$ cat src/rtl/sm_accum_ctrl.sv
// Purpose : sequences a shared sign-magnitude adder to compute bias + sum of num_terms terms.
// Latency : one term per cycle; out_valid rises the cycle after the last accepted term.
// Backpr. : in_ready only in ACC; result held stable in DONE until out_ready.
//
// Ports:
//   clk, rst_n            clock, async active-low reset
//   start/num_terms/bias  job request, sampled only in IDLE
//   in_valid/in_data      term stream; in_ready accepts
//   add_a/add_b/add_sum   external combinational adder (a = acc, b = in_data)
//   out_valid/out_data    result; out_ready accepts
//   busy, ovf             not-idle flag, sticky saturation flag of current/last job
module sm_accum_ctrl #(
  parameter int WIDTH = 16,
  parameter int CNT_W = 8
) (
  input  logic             clk,
  input  logic             rst_n,
  input  logic             start,
  input  logic [CNT_W-1:0] num_terms,
  input  logic [WIDTH-1:0] bias,
  input  logic             in_valid,
  input  logic [WIDTH-1:0] in_data,
  output logic             in_ready,
  output logic [WIDTH-1:0] add_a,
  output logic [WIDTH-1:0] add_b,
  input  logic [WIDTH-1:0] add_sum,
  output logic             out_valid,
  output logic [WIDTH-1:0] out_data,
  input  logic             out_ready,
  output logic             busy,
  output logic             ovf
);

  localparam int MW = WIDTH - 1;  // magnitude width

  typedef enum logic [1:0] {
    ST_IDLE = 2'd0,
    ST_ACC  = 2'd1,
    ST_DONE = 2'd2
  } state_t;

  state_t           state, state_nxt;
  logic [WIDTH-1:0] acc, acc_nxt;
  logic [CNT_W-1:0] cnt, cnt_nxt;
  logic             ovf_q, ovf_nxt;

  // Any zero-magnitude value is stored as +0 so -0 never reaches the output.
  function automatic logic [WIDTH-1:0] norm_zero(input logic [WIDTH-1:0] v);
    return (v[MW-1:0] == '0) ? '0 : v;
  endfunction

  logic [MW-1:0]    acc_mag, in_mag, sum_mag, max_mag;
  logic             same_sign, wrap;
  logic [WIDTH-1:0] upd_val;

  assign add_a = acc;
  assign add_b = in_data;

  assign acc_mag   = acc[MW-1:0];
  assign in_mag    = in_data[MW-1:0];
  assign sum_mag   = add_sum[MW-1:0];
  assign max_mag   = (acc_mag > in_mag) ? acc_mag : in_mag;
  assign same_sign = (acc[MW] == in_data[MW]);
  // Like-signed addition whose magnitude shrank below an operand has wrapped.
  assign wrap      = same_sign && (sum_mag < max_mag);
  assign upd_val   = wrap ? {in_data[MW], {MW{1'b1}}} : norm_zero(add_sum);

  always_ff @(posedge clk or negedge rst_n) begin
    if (!rst_n) begin
      state <= ST_IDLE;
      acc   <= '0;
      cnt   <= '0;
      ovf_q <= 1'b0;
    end else begin
      state <= state_nxt;
      acc   <= acc_nxt;
      cnt   <= cnt_nxt;
      ovf_q <= ovf_nxt;
    end
  end

  always_comb begin
    state_nxt = state;
    acc_nxt   = acc;
    cnt_nxt   = cnt;
    ovf_nxt   = ovf_q;
    in_ready  = 1'b0;
    out_valid = 1'b0;
    out_data  = '0;
    busy      = 1'b1;
    case (state)
      ST_IDLE: begin
        busy = 1'b0;
        if (start) begin
          acc_nxt   = norm_zero(bias);
          cnt_nxt   = num_terms;
          ovf_nxt   = 1'b0;
          state_nxt = (num_terms == '0) ? ST_DONE : ST_ACC;
        end
      end
      ST_ACC: begin
        in_ready = 1'b1;
        if (in_valid) begin
          acc_nxt = upd_val;
          cnt_nxt = cnt - CNT_W'(1);
          if (wrap) ovf_nxt = 1'b1;
          if (cnt == CNT_W'(1)) state_nxt = ST_DONE;
        end
      end
      ST_DONE: begin
        out_valid = 1'b1;
        out_data  = acc;
        if (out_ready) state_nxt = ST_IDLE;
      end
      default: state_nxt = ST_IDLE;
    endcase
  end

  assign ovf = ovf_q;

endmodule

$ cat config.mk
export PLATFORM = sky130hd
export DESIGN_NAME = sm_accum_ctrl
export DESIGN_NICKNAME = d
export VERILOG_FILES = /design/src/rtl/sm_accum_ctrl.sv
export SDC_FILE = /design/constraint.sdc
export NUM_CORES = 1
export LEC_CHECK = 0
export BUFFER_PORTS_ARGS = -buffer_cell sky130_fd_sc_hd__buf_4
export CORE_ASPECT_RATIO = 1.4
export CORE_MARGIN = 2
export CORE_UTILIZATION = 44
export CTS_CLUSTER_SIZE = 28
export DETAILED_ROUTE_END_ITERATION = 8
export PLACE_DENSITY_LB_ADDON = 0.1
export SYNTH_ARGS = -nofsm -noshare
export SYNTH_HDL_FRONTEND = slang
export SYNTH_SLANG_ARGS = --single-unit
$ cat constraint.sdc
create_clock -name clk -period 4.2 [get_ports clk]
set_input_delay 0.42 -clock clk [delete_from_list [all_inputs] [get_ports clk]]
set_output_delay 0.42 -clock clk [all_outputs]
set_load 0.05 [all_outputs]
; ---- Word level (Yosys, flattened, before mapping)
; Index checks and enable logic that the tools add are counted.
; Widths: inputs -> output; s select.
[word_totals]
inputBits = 61
word_cells = 49
regBits = 27
output_inout_bits = 52
[classes]
muxes = 24
n_lt_le_gt_ge = 2
eq_ne = 9
n_reduce_logical = 9
add_sub_neg = 1
[ops]
columns = op, n
row1 = $mux 16, 6
row2 = $pmux 16 s2, 1
row3 = $logic_not 15->1, 2
row4 = $mux 8, 2
row5 = $pmux 8 s2, 1
row6 = $gt 15x15->1, 1
row7 = $lt 15x15->1, 1
row8 = $mux 15, 1
row9 = $mux 2, 5
row10 = $ne 2x2->1 const B, 5
row11 = $eq 8x1->1 const B, 1
row12 = $logic_not 8->1, 1
row13 = $reduce_and 4->1, 2
row14 = $sub 8x1->8 const B, 1
row15 = $mux 1, 6
row16 = $pmux 2 s3, 1
row17 = $reduce_and 3->1, 1
row18 = $eq 2x1->1 const B, 1
row19 = $eq 2x2->1 const B, 1
row20 = $logic_not 2->1, 1
row21 = $pmux 1 s2, 1
row22 = $reduce_bool 2->1, 1
row23 = $eq 1x1->1, 1
row24 = $logic_and 1x1->1, 1

; ---- Depth between registers and ports, before layout
; Gate-level depths: netlist of run 1.
[depth]
depth_word = 7
depth_mapped = 20

; ---- Least setup slack after synthesis of run 1
; No wires, ideal clock.
[synth_path]
path_kind = register to register
startpoint = reg acc[10] (netlist: add_a[10])
endpoint = reg acc[13] (netlist: add_a[13])
stages_incl_launch_ff = 19
setup_slack_ns = -0.334
required_time_ns = 4.121
arrival_ns = 4.454
period_less_slack_ns = 4.534
cell_sequence = dfrtp_1 ha_1 a211oi_1 o21ai_1 a221o_1 o22ai_1 buf_2 mux2i_1 ha_1 a21o_1 a21o_1 a211oi_1 o211ai_1 a211o_1 o22ai_1 or3_1 buf_2 buf_6 a2bb2oi_1
[synth_between]
elab_chain_cells = 7
[synth_lines]
columns = element, line_no
row1 = from (decl), 43  ; logic [WIDTH-1:0] acc, acc_nxt;
row2 = from (signal assigned), 76  ; acc <= acc_nxt;
row3 = $gt 15x15->1, 62  ; assign max_mag = (acc_mag > in_mag) ? acc_mag : in_mag;
row4 = $mux 15 *, 62
row5 = $lt 15x15->1 *, 65  ; assign wrap = same_sign && (sum_mag < max_mag);
row6 = $logic_and 1x1->1 *, 65
row7 = $mux 16 *, 66  ; assign upd_val = wrap ? {in_data[MW], {MW{1'b1}}} : norm_zero(add_sum);
row8 = $mux 16 *, 103  ; if (in_valid) begin
row9 = $pmux 16 s2 *, 91  ; case (state)
; Mark *: on every way between the ends. The rest lies on a longest branch, timed or not. The select of a mux whose other input is x is not followed.
; A chain may end at the register's enable or synchronous reset.

; ---- Worst setup path in the final report of run 1
[layout_path]
startpoint = reg acc[10] (netlist: add_a[10])
endpoint = reg acc[3] (netlist: add_a[3])
; The elaborated chain is that of the path after synthesis.

==> reports/results.txt, run 1 <==
Outcome -> finished clean
Final min period -> 3.98 ns
Slew Viols, Final -> 0
Delay of the slowest cell on the worst path -> 0.46 ns
DIE WIDTH -> 68.5 µm
Initial antenna violation count -> 0
Number of port buffers -> 112
Initial DRC Count -> 81
Setup crit start kind -> flip-flop
Final clock skew -> 0.00109 ns
First-pass GRT wire length -> 12.0 mm
Clk_lat worst skew -> 0.27 ns
Hold Vio Cnt, Final -> 0
Final Cycle Share -> 0.947
Asr flop ratio synth -> 1.00
Final ANT Viol Nets -> 0
Main flop type after synthesis -> dfrtp_1
Share of layout cells above drive strength 1 -> 0.337
DR vias -> 2,651
# clock sinks -> 27
Die Area -> 6460 µm²
Worst vdd ir -> 0.500 mV
Wire per inst -> 16.1 µm
Min-Delay Path Class -> input port to async pin
Tightest Pin Transition -> 1.07 ns
Synth cell types -> 41
Synth Instances -> 312
DPL Wire Length -> 6.24 mm
Avg Cell Area, Syn -> 8.22 µm²
Synth warn -> 0
CTS Hold Buffers Added -> 0
CTS tree -> done
Setup TNS -> 0 ns
Most common cell after layout, fill and taps aside -> buf_4
Peak Freq -> 251 MHz
Sequential fraction of the synthesis area -> 0.264
Drt first pass iters -> 4
Largest net degree at the start of global routing -> 31
ANT cells -> 0
PwrDens -> 757 nW/µm²
CP max-delay cell -> dfrtp_2
Vias in the first global route -> 2,593
Fillcell total -> 517
Yosys reg bits -> 27
Crit path capture type -> flip-flop
Core area -> 5570 µm²
Layout Nets -> 502
Worst hold slack -> 0.0452 ns
Mapped Area -> 2560 µm²
Via density -> 5.56
Htree depth -> 1
Worst-path clk slew -> 0.10 ns
GP Congestion -> 0.886
CP max FO -> 8
GR Overflow Total -> 0
Final Util -> 0.625
# rows -> 32
Area delta synth->final -> 35.6%
Drt drc -> 0
CP Data Required Time -> 4.40 ns
Starting Density -> 0.461
Max transition margin -> 0.287
Post-synth EDFFs -> 0
# setup viols final -> 0
Leakage -> 1.77 nW
Syn nets -> 404
Critical setup path kind -> flip-flop to flip-flop
CTS Root Cell -> clkbuf_8
Max cap viols -> 0
Most frequent cells in the layout -> buf_4 (118), nand2_1 (31), ha_1 (31), o21ai_0 (22)
Final WL -> 7.67 mm
Clock buffer depth -> 2
Worst path cell trace -> ha_1 > a211oi_1 > o21ai_1 > a221o_1 > o22ai_4 > buf_6 > mux2i_1 > ha_1 > a21o_1 > a21o_1 > a21oi_1 > o211ai_1 > a211o_1 > o22ai_4 > or3_1 > buf_4 > a2bb2oi_1
All-Layer GR Usage -> 0.242
WP data arrival -> 4.17 ns
Ports -> 113
Clock buffers created by TritonCTS -> 3
Die Ht -> 94.3 µm
-- flip-flops by register name, summed over array words and instances, names as in the netlist --
signal,cells
add_a,16
state,2
cnt,8
ovf,1
-- repair_timing --
action,4_1_cts,5_1_grt
endpoints found under the hold margin,0,0
setup buffers,0,1
setup endpoints to repair,0,17
gates resized for setup,0,7
-- cell families after synthesis --
| logic type | synth area share |
|---|---|
| XOR/XNOR | 0.00342 |
| buffers and inverters | 0.0961 |
| multiplexers | 0.0669 |
| adder cells (fa/ha/maj) | 0.151 |
| flip-flops | 0.264 |
| AND/OR/NAND/NOR | 0.210 |
| AO/OA/AOI/OAI | 0.209 |
-- cell usage after synthesis (7+ instances only) --
master | n | area [µm²]
a21oi_1 | 19 | 95.1
ha_1 | 31 | 388
inv_1 | 19 | 71.3
nor4_1 | 10 | 62.6
nand2_1 | 31 | 116
dfrtp_1 | 27 | 676
and2_1 | 15 | 93.8
nor2_1 | 18 | 67.6
o21ai_0 | 22 | 110
mux2i_1 | 16 | 160
a2bb2oi_1 | 15 | 131
clkbuf_1 | 8 | 30.0
nor3_1 | 9 | 45.0
buf_4 | 16 | 120
nand4_1 | 7 | 43.8
-- worst max-delay path, delay by kind of cell, from the launching register on --
| family | cells | cell delay [ns] |
|---|---|---|
| DFF | 1 | 0.46 |
| buffers and inverters | 2 | 0.34 |
| and+or+nand+nor | 1 | 0.17 |
| AOI/OAI and AO/OA | 11 | 2.17 |
| adders and majority gates | 2 | 0.57 |
| muxes | 1 | 0.20 |
-- final timing paths --
path | end | cells after the start | slack [ns] | start
min in group clk | cnt[0] | 3 | 0.38 | num_terms[0]
max | add_a[3] | 17 | 0.22 | add_a[10]
min | cnt[5] | 1 | 0.05 | rst_n
max reg2reg | add_a[3] | 17 | 0.22 | add_a[10]
min reg2reg | ovf | 2 | 0.56 | ovf
max in group asynchronous | add_a[10] | 1 | 3.86 | rst_n
-- area by class of cell --
type,count,area (µm²),share of cell area
multi-input cells,238,1680,0.482
repair buffers,120,908,0.261
flip-flops and latches,27,686,0.197
well taps,68,85.1,0.0245
inverters,20,75.1,0.0216
clock buffers,4,45.0,0.0130
-- stage by stage --
| step | cell area, µm² | setup WS, ns | cells | total power, mW |
|---|---|---|---|---|
| finish | 3480 | 0.222 | 477 | 2.63 |
| global route | 3480 | -0.0157 | 477 | 2.84 |
| CTS | 3430 | 0.0748 | 476 | 2.59 |
| detailed placement | 3390 | -0.0281 | 472 | 2.44 |
| global placement | 3390 | 0.189 | 472 | 2.40 |
| floorplan | 2580 | 0.000416 | 312 | 1.89 |
-- power breakdown --
group	switching, mW	internal, mW
logic	1.15	0.730
registers	0.193	0.400
clock network	0.0855	0.0681
total	1.43	1.20
-- metal layers --
layer,share of wire,global-route usage,vias to the layer above
met1,0.39,0.292,1252
li1,-,-,1319
met5,0,0,-
met3,0.036,0.0108,6
met4,0.013,0.0650,0
met2,0.56,0.449,74
Note: power is estimated with default switching activity, not from simulation.
==> run 2, diff against run 1 <==
- ABC_AREA: not set -> 1
- CORE_UTILIZATION: 44 -> 45
- TNS_END_PERCENT: not set -> 1
==> reports/results.txt, run 2 <==
Outcome -> finished clean
Area delta synth->final -> 29.8%
Pre-CTS WS -> 0.580 ns (+0.608 ns)
ANT cells -> 0 (unchanged)
CTS tree -> done
Drt drc -> 0 (unchanged)
Number of flip-flops in the largest register -> 16 (unchanged)
Resized Gates After CTS -> 0 (unchanged)
FF-to-FF path depth -> 21 (+4)
DPL Wire Length -> 6.37 mm (+2.1%)
Avg Cell Area, Syn -> 6.43 µm² (-22%)
Peak Freq -> 284 MHz (+13%)
Via density -> 5.09 (-8.5%)
Sequential fraction of the synthesis area -> 0.245 (-0.0185)
Critical setup path kind -> flip-flop to flip-flop
Tightest Pin Transition -> 0.532 ns (-0.533 ns)
Final ANT Viol Nets -> 0 (unchanged)
Setup TNS -> 0 ns (unchanged)
CTS Root Cell -> clkbuf_8
Htree depth -> 1 (unchanged)
# rows -> 33 (+3.1%)
Final clock skew -> 0.00416 ns (+0.00307 ns)
Final WL -> 7.56 mm (-1.4%)
Worst-path clk slew -> 0.10 ns (about the same)
Drt first pass iters -> 5 (+1)
Vias in the first global route -> 2,779 (+7.2%)
Asr flop ratio synth -> 1.00 (unchanged)
DIE WIDTH -> 70.2 µm (+2.4%)
Synth cell types -> 31 (-24%)
Yosys reg bits -> 27 (unchanged)
Reg-to-reg slack, setup -> 0.68 ns (+0.46 ns)
All-Layer GR Usage -> 0.220 (-0.0217)
Post-synth EDFFs -> 0 (unchanged)
CP endpoint -> ovf
Hold Vio Cnt, Final -> 0 (unchanged)
WP data arrival -> 3.68 ns (-0.49 ns)
Core area -> 5900 µm² (+6.1%)
Leakage -> 2.04 nW (+15%)
# clock sinks -> 27 (unchanged)
Layout Nets -> 611 (+22%)
Final Cycle Share -> 0.837 (-0.110)
Mapped Area -> 2760 µm² (+7.6%)
Area share of the largest cell type after synthesis -> 0.245 (-0.0185)
CP max FO -> 17 (+9)
Slew Viols, Final -> 0 (unchanged)
Area contributors post-synth -> dfrtp_1 (25%), ha_1 (14%), inv_1 (11%)
Reg2reg end -> ovf
Synth Instances -> 429 (+38%)
Most common cell after layout, fill and taps aside -> buf_4
Critical path origin -> add_a[14]
Max cap viols -> 0 (unchanged)
GR Overflow Total -> 0 (unchanged)
Final min period -> 3.52 ns (-0.461 ns)
Wire per inst -> 12.9 µm (-20%)
Setup Buffers After CTS -> 0 (unchanged)
Share of layout cells above drive strength 1 -> 0.249 (-0.0884)
Initial DRC Count -> 86 (+6.2%)
PwrDens -> 746 nW/µm² (-1.4%)
Main flop type after synthesis -> dfrtp_1
Setup repair after global routing missed its margin -> false
Synth cell count leaders -> inv_1 (84), nand2_1 (77), nor2_1 (42)
CTS Hold Buffers Added -> 0 (unchanged)
Synth warn -> 0 (unchanged)
Ports -> 113 (unchanged)
Most frequent cells in the layout -> buf_4 (115), inv_1 (84), nand2_1 (77), nor2_1 (42), o21ai_0 (38)
Fillcell total -> 576 (+11%)
Clk_lat worst skew -> 0.28 ns (about the same)
Starting Density -> 0.467 (+0.00639)
Crit path capture type -> flip-flop
# setup viols final -> 0 (unchanged)
CP Data Required Time -> 4.36 ns (-0.04 ns)
Die Area -> 6780 µm² (+4.9%)
Cell with the most instances after synthesis -> inv_1
RR Startpoint -> add_a[14]
Setup crit start kind -> flip-flop
Max transition margin -> 0.642 (+0.355)
Die Ht -> 96.6 µm (+2.4%)
Syn nets -> 521 (+29%)
Clock buffer depth -> 2 (unchanged)
Number of port buffers -> 112 (unchanged)
Final setup margin -> 0.683 ns (+0.461 ns)
GP Congestion -> 0.853 (-3.7%)
First-pass GRT wire length -> 12.5 mm (+4.3%)
Largest net degree at the start of global routing -> 29 (-6.5%)
Initial antenna violation count -> 0 (unchanged)
DR vias -> 2,990 (+13%)
Largest area contributor in the netlist -> dfrtp_1
Worst vdd ir -> 0.595 mV (+19%)
Clock buffers created by TritonCTS -> 3 (unchanged)
Min-Delay Path Class -> input port to async pin
run 2: through the flow:
| stage | std cells | utilization | power [mW] | hold slack [ns] | cell area [µm²] |
|---|---|---|---|---|---|
| after global placement | 584 | 0.598 | 2.48 | 0.359 | 3530 |
| after detailed placement | 584 | 0.598 | 2.52 | 0.357 | 3530 |
| after CTS | 588 | 0.606 | 2.68 | 0.0484 | 3580 |
| final | 588 | 0.606 | 2.67 | 0.0361 | 3580 |
| after floorplan | 429 | - | 1.99 | 0.124 | 2760 |
| after global routing | 588 | 0.606 | 2.93 | 0.0502 | 3580 |
run 2: worst max-delay path: stages, from the launching register on:
cell      delay (ns)
dfrtp_1         0.44
ha_1            0.32
nand2_1         0.08
nor2_2          0.14
inv_1           0.06
nor2_2          0.14
nand2_1         0.08
nand2_1         0.08
nand2_1         0.26
buf_4           0.29
nand2_1         0.06
o21ai_0         0.08
ha_1            0.20
a21oi_1         0.13
nand3b_1        0.11
a21oi_1         0.06
a211oi_1        0.40
nand2_4         0.20
nand2_1         0.10
nand2_1         0.07
nand2_1         0.06
o21ai_0         0.07
run 2: layer usage:
layer  track usage  vias up  wire length [µm]
li1              -     1543                 -
met1         0.283     1345              3200
met3        0.0240       13               400
met5             0        -                 0
met2         0.377       89              3780
met4        0.0814        0               180
run 2: area by class of cell:
| cell class | instances | area [µm²] | share of cell area |
|---|---|---|---|
| Clock buffer | 3 | 41.3 | 0.0115 |
| Tap cell | 70 | 87.6 | 0.0245 |
| Inverter | 87 | 327 | 0.0913 |
| Clock inverter | 1 | 8.76 | 0.00245 |
| Multi-Input combinational cell | 285 | 1580 | 0.440 |
| Timing Repair Buffer | 115 | 863 | 0.241 |
| Sequential cell | 27 | 676 | 0.189 |
run 2: cell families (layout without fill, tap and decap cells):
logic type                 count (synthesis)  in the layout  share of synthesized area
AOI/OAI and AO/OA                         87             87                      0.166
and+or+nand+nor                          165            165                      0.258
DFF                                       27             27                      0.245
buffers and inverters                    117            206                      0.184
adders and majority gates                 31             31                      0.141
xor gates and xnor gates                   2              2                    0.00635
run 2: power by group:
part	switching [mW]	internal [mW]	leakage, nW
Combinational	1.31	0.640	1.69
Sequential	0.159	0.396	0.321
Clock	0.0900	0.0697	0.0261
Total	1.56	1.11	2.04
run 2: worst min path at each step:
| stage | end | cells past startpoint | slack, ns |
|---|---|---|---|
| after floorplan | add_a[0] | 0 | 0.12 |
| after global placement | cnt[0] | 1 | 0.36 |
| after detailed placement | cnt[0] | 1 | 0.36 |
| after CTS | cnt[0] | 1 | 0.05 |
| after global routing | cnt[0] | 1 | 0.05 |
| final | cnt[0] | 1 | 0.04 |
